$ cat config.mk
export PLATFORM = sky130hd
export DESIGN_NAME = imem_program_loader
export DESIGN_NICKNAME = d
export VERILOG_FILES = /design/src/rtl/loader_pkg.sv /design/src/rtl/loader_checksum.sv /design/src/rtl/imem_program_loader.sv
export SDC_FILE = /design/constraint.sdc
export NUM_CORES = 1
export LEC_CHECK = 0
export ABC_AREA = 1
export BUFFER_PORTS_ARGS = -buffer_cell sky130_fd_sc_hd__buf_4
export CAP_MARGIN = 20
export CORE_MARGIN = 2
export CORE_UTILIZATION = 41
export DETAILED_ROUTE_END_ITERATION = 8
export SETUP_SLACK_MARGIN = 0.2
export SYNTH_ARGS = -nofsm -noshare
export SYNTH_HDL_FRONTEND = slang
export SYNTH_SLANG_ARGS = --single-unit
$ cat constraint.sdc
create_clock -name clk -period 1.6 [get_ports clk]
set_input_delay 0.32 -clock clk [delete_from_list [all_inputs] [get_ports clk]]
set_output_delay 0.32 -clock clk [all_outputs]
set_load 0.05 [all_outputs]
$ cat src/rtl/loader_pkg.sv
// Shared types and helpers for the instruction-memory program loader.
// Consumed by imem_program_loader and, when LOADER_CHECKSUM_EN is defined, loader_checksum.
package loader_pkg;

    typedef enum logic [2:0] {
        ST_IDLE,
        ST_HDR,
        ST_HI,
        ST_LO,
        ST_WR,
        ST_FIN,
        ST_DONE,
        ST_ERR
    } loader_state_e;

    localparam int BYTES_PER_WORD = 2;

    // The header byte carries N-1, so a single byte can describe 1..256 words.
    function automatic logic [8:0] hdrToCount(input logic [7:0] hdr);
        return {1'b0, hdr} + 9'd1;
    endfunction

endpackage

$ cat src/rtl/loader_checksum.sv
// Running 8-bit XOR over the accepted payload bytes of one load.
// Only instantiated when LOADER_CHECKSUM_EN is defined.
module loader_checksum (
    input  logic       clk_i,
    input  logic       reset_i,
    input  logic       clear_i,
    input  logic       enable_i,
    input  logic [7:0] data_i,
    output logic [7:0] sum_o
);

    logic [7:0] sum_q;

    // Clear takes priority so a new load never inherits the previous sum.
    always_ff @(posedge clk_i) begin
        if (!reset_i) begin
            sum_q <= 8'h00;
        end else if (clear_i) begin
            sum_q <= 8'h00;
        end else if (enable_i) begin
            sum_q <= sum_q ^ data_i;
        end
    end

    assign sum_o = sum_q;

endmodule

$ cat src/rtl/imem_program_loader.sv
// Byte-stream loader that fills instruction memory and holds the CPU until the load completes.
// Optional trailing-checksum verification is enabled by defining LOADER_CHECKSUM_EN.
module imem_program_loader
    import loader_pkg::*;
#(
    parameter int ADDR_W  = 8,
    parameter int INSTR_W = 16
) (
    input  logic               clk,
    input  logic               reset,
    input  logic               start,
    input  logic               in_valid,
    input  logic [7:0]         in_data,
    output logic               in_ready,
    output logic               imem_we,
    output logic [ADDR_W-1:0]  imem_addr,
    output logic [INSTR_W-1:0] imem_wdata,
    output logic               cpu_hold,
    output logic               load_done,
    output logic               load_err,
    output logic [ADDR_W:0]    words_loaded
);

    localparam int CNT_W  = ADDR_W + 1;
    localparam int WORD_W = 8 * BYTES_PER_WORD;

    loader_state_e     state_q;
    logic [CNT_W-1:0]  numWords_q;
    logic [CNT_W-1:0]  wordsLoaded_q;
    logic [ADDR_W-1:0] addr_q;
    logic [7:0]        hiByte_q;
    logic [WORD_W-1:0] wdata_q;
    logic              we_q;
    logic              hold_q;
    logic              done_q;

    logic              accept;
    logic              startOk;
    logic [CNT_W-1:0]  wordsLoaded_d;
    logic              lastWord;

    assign accept        = in_valid & in_ready;
    assign startOk       = start & (state_q inside {ST_IDLE, ST_DONE, ST_ERR});
    assign wordsLoaded_d = wordsLoaded_q + CNT_W'(1);
    assign lastWord      = (wordsLoaded_d == numWords_q);

`ifdef LOADER_CHECKSUM_EN
    logic       err_q;
    logic [7:0] xorSum;
    logic       sumEnable;

    // FIN also accepts a byte: the trailing checksum.
    assign in_ready  = state_q inside {ST_HDR, ST_HI, ST_LO, ST_FIN};
    assign sumEnable = accept & (state_q inside {ST_HI, ST_LO});
    assign load_err  = err_q;

    loader_checksum u_checksum (
        .clk_i    (clk),
        .reset_i  (reset),
        .clear_i  (startOk),
        .enable_i (sumEnable),
        .data_i   (in_data),
        .sum_o    (xorSum)
    );
`else
    assign in_ready = state_q inside {ST_HDR, ST_HI, ST_LO};
    assign load_err = 1'b0;
`endif

    // Single FSM register block; every output is a register or a decode of state_q.
    always_ff @(posedge clk) begin
        if (!reset) begin
            state_q       <= ST_IDLE;
            numWords_q    <= '0;
            wordsLoaded_q <= '0;
            addr_q        <= '0;
            hiByte_q      <= '0;
            wdata_q       <= '0;
            we_q          <= 1'b0;
            hold_q        <= 1'b1;
            done_q        <= 1'b0;
`ifdef LOADER_CHECKSUM_EN
            err_q         <= 1'b0;
`endif
        end else begin
            we_q <= 1'b0;
            case (state_q)
                ST_IDLE, ST_DONE, ST_ERR: begin
                    if (startOk) begin
                        state_q       <= ST_HDR;
                        hold_q        <= 1'b1;
                        done_q        <= 1'b0;
                        wordsLoaded_q <= '0;
                        addr_q        <= '0;
`ifdef LOADER_CHECKSUM_EN
                        err_q         <= 1'b0;
`endif
                    end
                end
                ST_HDR: begin
                    if (accept) begin
                        numWords_q <= CNT_W'(hdrToCount(in_data));
                        state_q    <= ST_HI;
                    end
                end
                ST_HI: begin
                    if (accept) begin
                        hiByte_q <= in_data;
                        state_q  <= ST_LO;
                    end
                end
                ST_LO: begin
                    if (accept) begin
                        wdata_q <= {hiByte_q, in_data};
                        we_q    <= 1'b1;
                        state_q <= ST_WR;
                    end
                end
                // The address stays on the last word written, so a full-depth load never wraps.
                ST_WR: begin
                    wordsLoaded_q <= wordsLoaded_d;
                    if (lastWord) begin
                        state_q <= ST_FIN;
                    end else begin
                        addr_q  <= addr_q + ADDR_W'(1);
                        state_q <= ST_HI;
                    end
                end
                ST_FIN: begin
`ifdef LOADER_CHECKSUM_EN
                    if (accept) begin
                        if (in_data == xorSum) begin
                            state_q <= ST_DONE;
                            hold_q  <= 1'b0;
                            done_q  <= 1'b1;
                        end else begin
                            state_q <= ST_ERR;
                            err_q   <= 1'b1;
                        end
                    end
`else
                    state_q <= ST_DONE;
                    hold_q  <= 1'b0;
                    done_q  <= 1'b1;
`endif
                end
                default: state_q <= ST_IDLE;
            endcase
        end
    end

    assign imem_we      = we_q;
    assign imem_addr    = addr_q;
    assign imem_wdata   = wdata_q;
    assign cpu_hold     = hold_q;
    assign load_done    = done_q;
    assign words_loaded = wordsLoaded_q;

endmodule

==> results.md <==
| Stage | Metric | Reported |
|:---|:---|:---|
| status | Outcome | finished with violations |
| status | Failing checks | setup timing |
| power and ir drop | Total power consumption of the routed design | 3.970 mW |
| synth | Part of the Yosys area used for sequential elements | 40.49% |
| synth | Number of nets in the synthesized netlist | 412 |
| finish | Inserted Diodes | 0 |
| floorplanning | Core Area | 0.006459 mm^2 |
| finish | Final instance area | 0.003891 mm^2 |
| drt | Number of detailed-routing iterations run before antenna repair | 5 |
| global routing | Largest net degree at the start of global routing | 27 |
| power and ir drop | Sw Pwr | 1.473 mW |
| power and ir drop | Relative contribution of sequential cells to total power | 41.0% |
| synth | Synth area leader | sky130_fd_sc_hd__dfxtp_1 |
| clock network | Hold buffers post-CTS | 0 |
| drt | Number of nets with antenna violations after detailed routing | 0 |
| synth | Synth warn | 0 |
| power and ir drop | Relative contribution of the clock network to total power | 20.4% |
| clock network | H-Tree Depth | 2 |
| floorplanning | Row count | 29 |
| power and ir drop | VDD IR max | 577.1 uV |
| synth | Post-synthesis sequential element count | 56 |
| placement | Number of port buffers | 48 |
| global routing | First-pass GRT wire length | 12160 um |
| floorplanning | Die boundary width | 86.18 um |
| sta | Maximum achievable frequency | 553.5 MHz |
| synth | Mapped Area | 0.002769 mm^2 |
| drt | DRT Wirelength | 7332 um |
| sta | Final hold slack | 0.2198 ns |
| worst setup path | Worst setup path category | flip-flop to flip-flop |
| worst setup path | Worst setup SP type | flip-flop |
| drt | Iteration-0 DRC count of the detailed router | 136 |
| finish | Layout Area Growth over Synthesis | 40.53% |
| floorplanning | Starting utilization of the core area | 42.87% |
| sta | Min Clock Period, post-route | 1.807 ns |
| drt | Via count | 2860 |
| clock network | Number of buffers created by CTS | 5 |
| finish | Share of final-layout standard cells stronger than drive strength 1 | 35.25% |
| finish | Nets | 502 |
| drt | Via/cell ratio | 5.062 |
| clock network | Insertion delay to the later sink of the worst-skew pair | 0.31 ns |
| power and ir drop | Switching share of total power | 37.11% |
| global routing | Met3 demand-to-capacity share in global routing | 3.048% |
| sta | Setup repair after global routing missed its margin | yes |
| sta | Crit path setup slack, layout | -0.2066 ns |
| global routing | All-layer global routing usage | 20.14% |
| global routing | GR Util met2 | 35.10% |
| sta | Max Transition Viols Final | 0 |
| sta | Final setup skew | 0.005167 ns |
| hold path | Tightest Hold Check Type | input pin to flip-flop |
| placement | Worst setup slack after placement | -0.1754 ns |
| floorplanning | Full die area | 0.007427 mm^2 |
| power and ir drop | Static Leakage | 1.646 nW |
| global routing | GRT busiest layer | met2 |
| sta | Period Utilization, post-route | 112.9% |
| global routing | Number of global-route vias before repair | 2649 |
| placement | Post-DP HPWL | 5058 um |
| drt | Routed wirelength normalized by instance count | 12.98 um |
| worst setup path | Data required time at the worst endpoint | 1.85 ns |
| worst setup path | Arrival time of the worst setup path | 2.05 ns |
| placement | Final GP Congestion | 0.8548 |
| clock network | Clock tree from TritonCTS | done |
| global routing | Met1 track utilization from global routing | 26.54% |
| power and ir drop | Combinational cell fraction of total power | 38.6% |
| clock network | Root buffer cell | sky130_fd_sc_hd__clkbuf_8 |
| job | # Max-Cap Violations | 0 |
| global routing | Remaining global-route overflow | 0 |
| sta | Setup violators final | 11 |
| synth | Post-Synthesis Cells | 397 |
| sta | Final hold viol count | 0 |
| clock network | Clock transition time at the flip-flop clock pins of the worst setup and hold paths | 0.10 ns |
| worst setup path | Capturing element type of the critical path | flip-flop |
| floorplanning | Top-Level Pins | 50 |
| clock network | Clock net sink count | 56 |
| clock network | Maximum root-to-sink buffer count | 2 |
| worst setup path | Critical Path Fanout Max | 7 |
| drt | Remaining DRCs | 0 |
| synth | Share of the synthesized area in the top cell type | 40.49% |
| power and ir drop | Internal Pwr Total | 2.497 mW |
| placement | DP Area | 0.003513 mm^2 |
| power and ir drop | Pwr per Cell Area | 1020 mW/mm^2 |
| floorplanning | Die height | 86.18 um |
| synth | Largest cells by area after synthesis | sky130_fd_sc_hd__dfxtp_1, sky130_fd_sc_hd__nand2_1, sky130_fd_sc_hd__nand3_1, sky130_fd_sc_hd__a21oi_1, sky130_fd_sc_hd__inv_1 |
| synth | Yosys cell types | 33 |
| synth | Avg Inst Size Synth | 6.975 um^2 |
| global routing | Initial antenna violation count | 0 |
==> logic make-up after synthesis <==
logic type | Yosys count | synth area share [%]
and+or+nand+nor | 203 | 33.80
adders and majority gates | 3 | 1.356
AOI/OAI and AO/OA | 72 | 13.65
buffers and inverters | 51 | 7.094
other | 1 | 0.1354
xor gates and xnor gates | 11 | 3.479
DFF | 56 | 40.49
==> worst max-delay path, cell delays in order, from the launching register on <==
cell                      delay, ns
sky130_fd_sc_hd__dfxtp_4       0.39
sky130_fd_sc_hd__ha_4          0.17
sky130_fd_sc_hd__nand2_8       0.09
sky130_fd_sc_hd__inv_8         0.08
sky130_fd_sc_hd__nand3_4       0.08
sky130_fd_sc_hd__nand2_2       0.08
sky130_fd_sc_hd__nand2_2       0.05
sky130_fd_sc_hd__nand2_2       0.06
sky130_fd_sc_hd__nand3_2       0.08
sky130_fd_sc_hd__nor2_4        0.17
sky130_fd_sc_hd__nand4_4       0.16
sky130_fd_sc_hd__nand2_4       0.15
sky130_fd_sc_hd__nand2_1       0.07
sky130_fd_sc_hd__a21oi_2       0.11
==> final cells by class <==
cell class / count / area, um^2
Clock buffer: 8 / 90.09
Fill cell: 612 / 2567
Inverter: 38 / 152.6
Multi-Input combinational cell: 291 / 1657
Sequential cell: 56 / 1155
Tap cell: 77 / 96.34
Timing Repair Buffer: 95 / 740.7
==> path summary, 6_finish.rpt <==
kind,start,endpoint,slack [ns],cells past startpoint
setup / recovery,words_loaded[0],imem_addr[5],-0.21,13
setup reg to reg,words_loaded[0],imem_addr[5],-0.21,13
hold reg to reg,imem_wdata[1],imem_wdata[1],0.47,2
hold / removal,in_data[0],numWords_q[0],0.22,2
==> sequential cells by signal (all words and copies together), names as in the netlist <==
signal	flops
imem_we	1
numWords_q	9
words_loaded	9
imem_wdata	16
state_q	3
load_done	1
hiByte_q	8
cpu_hold	1
imem_addr	8
==> metal layers <==
metal  vias to the layer above  part of all wire, %  routed length, um
li1                       1481                    -                  -
met1                      1320                   46               3377
met4                         0                  1.2                 85
met3                         8                  2.7                198
met5                         -                    0                  0
met2                        51                   50               3671
==> Yosys cell counts (all sizes together) <==
cell type and count:
buf 1, and2 1, a31o 1, ha 3, nor3 3, nor2 40
o21bai 1, dfxtp 56, or2 2, o21ai 22, inv 38, nand3 54
a211oi 1, xor2 10, nor3b 2, nand2 96, a21oi 46, conb 1
nand4 5, xnor2 1, a31oi 1, clkbuf 12
==> layout by cell type (no fill, tap or decap), types with 2 or more instances in the layout <==
| master | count |
|---|---|
| sky130_fd_sc_hd__dfxtp_4 | 7 |
| sky130_fd_sc_hd__nand3_2 | 3 |
| sky130_fd_sc_hd__nand2_8 | 2 |
| sky130_fd_sc_hd__nand3_1 | 50 |
| sky130_fd_sc_hd__buf_2 | 3 |
| sky130_fd_sc_hd__nor2_4 | 5 |
| sky130_fd_sc_hd__nor3_4 | 2 |
| sky130_fd_sc_hd__xor2_1 | 10 |
| sky130_fd_sc_hd__o21ai_4 | 2 |
| sky130_fd_sc_hd__nand2_1 | 77 |
| sky130_fd_sc_hd__inv_1 | 32 |
| sky130_fd_sc_hd__nand2_4 | 2 |
| sky130_fd_sc_hd__a21oi_1 | 39 |
| sky130_fd_sc_hd__inv_2 | 4 |
| sky130_fd_sc_hd__buf_6 | 4 |
| sky130_fd_sc_hd__nor2_1 | 30 |
| sky130_fd_sc_hd__o21ai_0 | 18 |
| sky130_fd_sc_hd__nand2_2 | 15 |
| sky130_fd_sc_hd__clkbuf_8 | 6 |
| sky130_fd_sc_hd__nand4_1 | 4 |
| sky130_fd_sc_hd__buf_4 | 86 |
| sky130_fd_sc_hd__dfxtp_2 | 6 |
| sky130_fd_sc_hd__a21oi_2 | 7 |
| sky130_fd_sc_hd__o21ai_1 | 2 |
| sky130_fd_sc_hd__clkbuf_1 | 2 |
| sky130_fd_sc_hd__nor2_2 | 5 |
| sky130_fd_sc_hd__or2_2 | 2 |
| sky130_fd_sc_hd__nor3b_1 | 2 |
| sky130_fd_sc_hd__dfxtp_1 | 43 |
| sky130_fd_sc_hd__ha_1 | 2 |
==> metrics by stage <==
step	TNS [ns]	util [%]	std cells
floorplan	-1.061	-	397
global placement	-1.082	54.40	537
detailed placement	-1.524	54.40	537
CTS	-1.444	57.36	553
global route	-3.122	60.25	565
finish	-1.829	60.25	565
==> timing repair <==
item	CTS	global route
gates cloned	1	3
gates resized for setup	14	29
endpoints found under the setup margin	31	51
setup buffers	7	9
pin swaps	12	16
==> power by group through the flow <==
| stage | Sequential [mW] | Combinational [mW] | Clock (mW) |
|---|---|---|---|
| after floorplan | 1.67 | 0.775 | 0 |
| after global placement | 1.64 | 1.16 | 0 |
| after detailed placement | 1.64 | 1.17 | 0 |
| after CTS | 1.61 | 1.33 | 0.821 |
| after global routing | 1.65 | 1.67 | 0.883 |
| final | 1.63 | 1.53 | 0.808 |
Note: power is estimated with default switching activity, not from simulation.
